<file path="src/rtl/ka_82bit_seq.sv">
// ka_82bit_seq -- iterative 82x82 carry-less Karatsuba multiplier.
// One combinational 41-bit Karatsuba core is reused for the low, high
// and middle sub-products on three successive cycles, then the 163-bit
// product is recombined and held on y until the consumer accepts it.
// Optional feature macro: KA82_SEQ_PERF_CNT_EN (completed-operation counter).

// ka_41bit -- combinational 41x41 carry-less product (81 bits), one
// Karatsuba level over a 21/20-bit split.
module ka_41bit (
   input  logic [40:0] i_a,
   input  logic [40:0] i_b,
   output logic [80:0] o_p
);

   // Schoolbook carry-less product of two 21-bit polynomials.
   function automatic logic [40:0] f_clmul21(input logic [20:0] x, input logic [20:0] z);
      logic [40:0] acc;
      acc = '0;
      for (int i = 0; i < 21; i++) begin
         if (z[i]) acc = acc ^ ({20'b0, x} << i);
      end
      return acc;
   endfunction

   logic [20:0] w_a_hi;
   logic [20:0] w_b_hi;
   logic [40:0] w_lo;
   logic [40:0] w_hi;
   logic [40:0] w_mm;
   logic [40:0] w_mid;

   assign w_a_hi = {1'b0, i_a[40:21]};
   assign w_b_hi = {1'b0, i_b[40:21]};
   assign w_lo   = f_clmul21(i_a[20:0], i_b[20:0]);
   assign w_hi   = f_clmul21(w_a_hi, w_b_hi);
   assign w_mm   = f_clmul21(i_a[20:0] ^ w_a_hi, i_b[20:0] ^ w_b_hi);
   assign w_mid  = w_mm ^ w_lo ^ w_hi;
   assign o_p    = ({40'b0, w_hi} << 42) ^ ({40'b0, w_mid} << 21) ^ {40'b0, w_lo};

endmodule

module ka_82bit_seq (
   input  logic         clk,
   input  logic         rst_n,
   input  logic         clear,
   input  logic         in_valid,
   output logic         in_ready,
   input  logic [81:0]  a,
   input  logic [81:0]  b,
   output logic         out_valid,
   input  logic         out_ready,
   output logic [162:0] y,
   output logic         busy,
   output logic [31:0]  op_count
);

   typedef enum logic [2:0] {
      S_IDLE    = 3'd0,
      S_MUL_LO  = 3'd1,
      S_MUL_HI  = 3'd2,
      S_MUL_MID = 3'd3,
      S_DONE    = 3'd4
   } state_t;

   state_t         r_state;
   state_t         w_next;
   logic [81:0]    r_a;
   logic [81:0]    r_b;
   logic [80:0]    r_p_lo;
   logic [80:0]    r_p_hi;
   logic [162:0]   r_y;
   logic [40:0]    w_op_a;
   logic [40:0]    w_op_b;
   logic [80:0]    w_prod;
   logic [80:0]    w_mid;
   logic [162:0]   w_y_next;
   logic           w_in_ready;
   logic           w_out_valid;

   ka_41bit u_ka41 (
      .i_a (w_op_a),
      .i_b (w_op_b),
      .o_p (w_prod)
   );

   // Middle term removes the low/high contributions; overlap recombination.
   assign w_mid    = w_prod ^ r_p_lo ^ r_p_hi;
   assign w_y_next = {r_p_hi, 82'b0} ^ ({82'b0, w_mid} << 41) ^ {82'b0, r_p_lo};

   // State register.
   always_ff @(posedge clk or negedge rst_n) begin
      if (!rst_n) r_state <= S_IDLE;
      else        r_state <= w_next;
   end

   // Next state, handshake outputs and shared-core operand mux.
   always_comb begin
      w_next      = r_state;
      w_in_ready  = 1'b0;
      w_out_valid = 1'b0;
      w_op_a      = '0;
      w_op_b      = '0;
      case (r_state)
         S_IDLE: begin
            w_in_ready = 1'b1;
            if (in_valid) w_next = S_MUL_LO;
         end
         S_MUL_LO: begin
            w_op_a = r_a[40:0];
            w_op_b = r_b[40:0];
            w_next = S_MUL_HI;
         end
         S_MUL_HI: begin
            w_op_a = r_a[81:41];
            w_op_b = r_b[81:41];
            w_next = S_MUL_MID;
         end
         S_MUL_MID: begin
            w_op_a = r_a[40:0] ^ r_a[81:41];
            w_op_b = r_b[40:0] ^ r_b[81:41];
            w_next = S_DONE;
         end
         S_DONE: begin
            w_out_valid = 1'b1;
            if (out_ready) w_next = S_IDLE;
         end
         default: w_next = S_IDLE;
      endcase
      // Abort overrides every handshake, including a capture in IDLE.
      if (clear) w_next = S_IDLE;
   end

   // Operand capture, sub-product registers and result register; an abort
   // freezes them so a partial product never reaches y.
   always_ff @(posedge clk or negedge rst_n) begin
      if (!rst_n) begin
         r_a    <= '0;
         r_b    <= '0;
         r_p_lo <= '0;
         r_p_hi <= '0;
         r_y    <= '0;
      end else if (!clear) begin
         case (r_state)
            S_IDLE: begin
               if (in_valid) begin
                  r_a    <= a;
                  r_b    <= b;
                  r_p_lo <= '0;
                  r_p_hi <= '0;
               end
            end
            S_MUL_LO:  r_p_lo <= w_prod;
            S_MUL_HI:  r_p_hi <= w_prod;
            S_MUL_MID: r_y    <= w_y_next;
            default: ;
         endcase
      end
   end

`ifdef KA82_SEQ_PERF_CNT_EN
   logic        r_op_count;
   logic [31:0] r_op_cnt;
   logic        w_hs;

   assign w_hs = (r_state == S_DONE) && out_ready && !clear;

   // Completed-operation counter; wraps naturally, cleared only by rst_n.
   always_ff @(posedge clk or negedge rst_n) begin
      if (!rst_n)    r_op_cnt <= '0;
      else if (w_hs) r_op_cnt <= r_op_cnt + 32'd1;
   end

   // Registered handshake marker kept for observation alongside the count.
   always_ff @(posedge clk or negedge rst_n) begin
      if (!rst_n) r_op_count <= 1'b0;
      else        r_op_count <= w_hs;
   end

   assign op_count = r_op_cnt;
`else
   assign op_count = 32'h0;
`endif

   assign in_ready  = w_in_ready;
   assign out_valid = w_out_valid;
   assign busy      = (r_state != S_IDLE);
   assign y         = r_y;

endmodule

</file>
<file path="config.mk">
export PLATFORM = sky130hd
export DESIGN_NAME = ka_82bit_seq
export DESIGN_NICKNAME = d
export VERILOG_FILES = /design/src/rtl/ka_82bit_seq.sv
export SDC_FILE = /design/constraint.sdc
export NUM_CORES = 2
export LEC_CHECK = 0
export ABC_CLOCK_PERIOD_IN_PS = 3750
export CORE_MARGIN = 3
export CORE_UTILIZATION = 37
export DETAILED_ROUTE_END_ITERATION = 7
export GPL_ROUTABILITY_DRIVEN = 0
export HOLD_SLACK_MARGIN = 0.06
export MAX_ROUTING_LAYER = met4
export PLACE_DENSITY = 0.54
export SYNTH_ARGS = -nofsm -noshare
export SYNTH_HDL_FRONTEND = slang
export SYNTH_SLANG_ARGS = --single-unit
export TNS_END_PERCENT = 50
</file>
<file path="constraint.sdc">
create_clock -name clk -period 3.75 [get_ports clk]
set_input_delay 0.375 -clock clk [delete_from_list [all_inputs] [get_ports clk]]
set_output_delay 0.375 -clock clk [all_outputs]
set_load 0.02 [all_outputs]
</file>
==> results.md <==
- Traced cell by cell, the critical path runs through buf_12 -> buf_4 -> nand2_1 -> xnor2_2 -> and3_1 -> buf_4 -> or2_2 -> buf_4 -> nand2_1 -> xnor2_1 -> xnor3_1 -> xor2_2 -> xnor3_1 -> mux2_2.
- The run finished, with violations left.
- Clock-pin slew was measured on the worst setup and hold paths at 60 ps.
- The area share of the leading cell type in the synthesized netlist is ~29%.
- The slack of the worst reg-to-reg path is -190 ps.
- The detail-routed net length per standard cell is 25.2 um.
- In this run the vertical extent of the chip is roughly 350 um.
- The final critical delay including setup and external delays is slightly below 4000 ps.
- For this configuration, the core starts out at a cell density of 37.5%.
- The worst setup path category is flip-flop to flip-flop.
- The category of cells accounting for the largest share of critical-path delay is XOR/XNOR gates.
- Counting along the longest clock path gives a buffer depth of 3.
- Once placement completed, the tool counted placed cells totaling between 7000 and 8000.
- In the final layout, flip-flops and latches occupy 12300 um2.
- The all-layer global routing usage is 30.8%.
- In the post-synthesis netlist, the biggest area contributors are sky130_fd_sc_hd__dfrtp_1, sky130_fd_sc_hd__xnor2_1, sky130_fd_sc_hd__xnor3_1.
- The critical path contains buffers and inverters numbering 4 combined.
- Leaving out filler cells and counting taps, the final layout contains around 7500.
- The first-pass GRT wire length is approximately 270 mm.
- Input and output buffers added on the ports amount to 334.
- The tightest hold path in the finished design has a slack of ~310 ps.
- The number of max-slew violations in the final report is 0.
- The number of nets in the final layout is between 6000 and 7000.
- The source of the worst hold timing path is b[8].
- The capture point of the worst reg-to-reg path is y[79].
- The clock arrives with approximately 50 ps of skew.
- Along the worst path, the maximum fanout reaches 9.
- The worst hold path passes through 2 cells.
- The async set-reset flop share out of synthesis is between 90% and 100%.
- The reg-to-reg critical path startpoint is r_state[0].
- Setup violations remaining at the end of the flow were counted as between 60 and 70.
- Setup slack on the critical path of the routed design comes to -188 ps.
- Setup repair after global routing could not meet its margin everywhere.
- The number of standard cells after synthesis is approximately 4800.
- Counting buffers and inverters, the worst setup path is 14 cells deep.
- The number of hold violations in the final report came to 0.
- The type of element launching the critical path is a flip-flop.
- The chip width is 348 um.
- The routed design has between 150 and 200 mm of wire.
- Counting distinct cell types in the post-synthesis netlist gives 47.
- The power density relative to cell area is around 670 nW/um2.
- The area of combinational cells with multiple inputs is slightly above 30000 um2.
- The power consumption is around 0.041 W.
- In this run the core area contains 124 standard-cell rows.
- 367 I/O pins were placed.
- The die covers about 120000 um2.
- VDD sags by at most 0.000526 V.
- Fill cells in the final layout number 10300.
- The share of cells above drive strength 1 is around 32%.
- The deepest level of the CTS H-tree is 2.
- The first detailed-routing pass took 8 iterations.
- The post-route clock period utilization is 105%.
- The via count of the first global-routing pass was 40000.
- CTS saw between 400 and 500 sinks.
- The depth of the worst register-to-register path is 14.
- The leading area contributor after synthesis is sky130_fd_sc_hd__dfrtp_1.
- In this run, synthesis inferred 0 flip-flops with an integrated enable.
- The timing endpoint of the critical path is y[79].
- The mapped netlist covers 43200 um2.
- The TritonCTS clock tree is yes.
- The class of the most critical hold timing path is input port to flip-flop.
- On the critical path, the stage with the largest delay is an instance of sky130_fd_sc_hd__dfrtp_4.
- Tracing the worst setup path back leads to its startpoint at r_state[0].
- Derived from the worst setup path, the maximum achievable clock frequency is 0.254 GHz.
- The leakage power total is ~27 nW.
- Yosys printed 0 warnings.
- The number of CTS-inserted buffers is 54.
- In this run the remaining antenna-violating nets after routing total 0.
- At the pin with the least slew margin, the transition time is ~1000 ps.
- Summed over all layers, the global routing overflow is 0.
- The worst-skew pair later-pin latency is 680 ps.
- The final reports fail on negative setup slack.
- The worst setup path is captured at a flip-flop.
- Entering global routing, the biggest net connects 85 pins.
- Headroom to the max-slew limit came out at 32.6%.
- At the worst endpoint, the required time is roughly 4300 ps.
- Synthesis inferred around 500 register bits.
- The tool flagged a number of max-cap violations equal to 0.
- The average instance area after synthesis is 9.06 um2.
- Summing the sequential cell areas from Yosys gives approximately 29% of the chip area.
- The final route contains roughly 41000 vias.
- The highest cell delay on the worst timing path is ~530 ps.
- The arrival time of the worst setup path is ~4500 ps.
- Relative to the synthesized area, the layout overhead comes to 42.3%.
- The HPWL after detailed placement is 142 mm.
- The master cell of the clock root buffer is sky130_fd_sc_hd__clkbuf_16.
- In this run the standard cell core region covers 115000 um2.
- The most used flip-flop cell after synthesis is sky130_fd_sc_hd__dfrtp_1.
- The DRC marker count from the first detailed-route iteration is 5318.
- The number of design rule violations left after detail routing is 0.
- After detailed routing, the number of vias per cell comes to ~5.5.
- The most repeated library cell on the critical path is sky130_fd_sc_hd__buf_4.
- The initial antenna violation count is 0.
==> synth_stat cells, types with 58 or more instances <==
master,count
sky130_fd_sc_hd__mux2_2,171
sky130_fd_sc_hd__clkbuf_1,173
sky130_fd_sc_hd__o22ai_1,260
sky130_fd_sc_hd__xnor2_1,783
sky130_fd_sc_hd__xnor3_1,213
sky130_fd_sc_hd__buf_2,175
sky130_fd_sc_hd__o21ai_0,178
sky130_fd_sc_hd__a22o_1,76
sky130_fd_sc_hd__and2_1,58
sky130_fd_sc_hd__nand2_1,1131
sky130_fd_sc_hd__nand3_1,410
sky130_fd_sc_hd__xor2_1,295
sky130_fd_sc_hd__dfrtp_1,492
sky130_fd_sc_hd__buf_4,74
==> repair_timing <==
action | CTS | global route
setup buffers | 65 | 95
pin swaps | 114 | 153
gates resized for setup | 238 | 425
hold buffers | 1 | 0
endpoints found under the setup margin | 120 | 109
hold endpoints to repair | 73 | 0
gates cloned | 0 | 7
==> routing by layer <==
metal | part of all wire (%) | up-vias | track usage (%) | wire [um]
met5 | 0 | - | - | 0
met4 | 6.0 | 0 | 14.3 | 11400
met3 | 10 | 641 | 6.54 | 19700
met2 | 44 | 2458 | 46.3 | 83000
met1 | 39 | 20200 | 39.7 | 74200
li1 | - | 18000 | - | -
==> sequential cells by signal, summed over array words and instances, names as in the netlist <==
register and flops:
y 163, r_a 82, r_b 82, r_p_hi 81, r_p_lo 81, r_state 3
==> layout by cell type (no fill, tap or decap), types with 24 or more instances in the layout <==
cell type                         instances
sky130_fd_sc_hd__xor2_2                  55
sky130_fd_sc_hd__clkbuf_16               59
sky130_fd_sc_hd__buf_4                  870
sky130_fd_sc_hd__dfrtp_1                489
sky130_fd_sc_hd__buf_12                 132
sky130_fd_sc_hd__nand3_1                388
sky130_fd_sc_hd__a22o_1                  76
sky130_fd_sc_hd__nand2_1               1082
sky130_fd_sc_hd__o21ai_1                 36
sky130_fd_sc_hd__nor3b_2                 24
sky130_fd_sc_hd__conb_1                  32
sky130_fd_sc_hd__xor2_1                 259
sky130_fd_sc_hd__xnor3_2                 59
sky130_fd_sc_hd__nand2_2                 54
sky130_fd_sc_hd__o21ai_0                157
sky130_fd_sc_hd__xnor3_1                160
sky130_fd_sc_hd__o22ai_1                236
sky130_fd_sc_hd__xnor2_2                 99
sky130_fd_sc_hd__buf_6                  138
sky130_fd_sc_hd__xnor2_1                687
sky130_fd_sc_hd__mux2_2                 171
sky130_fd_sc_hd__and2_1                  27
sky130_fd_sc_hd__and2_4                  27
sky130_fd_sc_hd__nor3b_4                 31
sky130_fd_sc_hd__clkdlybuf4s50_1        333
==> layout make-up <==
type	count	share of cell area (%)
multi-input combinational	3853	50.2
timing repair buffer	1498	23.6
sequential	492	20.1
tap	1512	3.08
clock buffer	78	2.56
clock inverter	20	0.470
inverter	4	0.0570
antenna	1	0.00407
==> how the worst min path moves through the flow <==
stage                     endpoint  slack, ps
after global routing       r_a[36]        290
after global placement       y[47]        460
after floorplan             r_a[0]         80
after detailed placement     y[16]        460
final                       r_b[8]        310
after CTS                  r_a[36]        270
==> cell families (layout without fill, tap and decap cells) <==
| kind of cell | count (synthesis) | after routing | share of synthesized area [%] |
|---|---|---|---|
| AND/OR/NAND/NOR | 1766 | 1766 | 18.5 |
| AO/OA/AOI/OAI | 538 | 538 | 7.68 |
| flip-flops | 492 | 492 | 28.5 |
| buffers and inverters | 453 | 1600 | 5.43 |
| other | 1 | 33 | 0.00869 |
| XOR/XNOR | 1346 | 1346 | 35.4 |
| multiplexers | 171 | 171 | 4.46 |
==> worst reg2reg max path, delay by kind of cell, from the launching register on <==
family | cells | cell delay, ps
DFF | 1 | 530
buffers and inverters | 4 | 750
and+or+nand+nor | 4 | 660
muxes | 1 | 270
xor gates and xnor gates | 5 | 1670
==> where the power goes <==
group / internal, W / total, W / switching (W) / leakage, nW
clock network: 0.00326 / 0.00559 / 0.00233 / 0.911
registers: 0.00659 / 0.00767 / 0.00108 / 6.41
logic: 0.0141 / 0.0277 / 0.0136 / 19.8
total: 0.0239 / 0.0410 / 0.0170 / 27.1
==> stage by stage <==
stage	area, um2	setup TNS (ps)	setup WS, ps	util, %
floorplan	43300	0	136	-
global placement	55200	-32620	-711	47.9
detailed placement	55200	-37450	-732	47.9
global route	61400	-9280	-247	53.4
finish	61400	-4250	-188	53.4
CTS	58600	-2830	-141	50.9
Power figures use the tool's default switching activity.
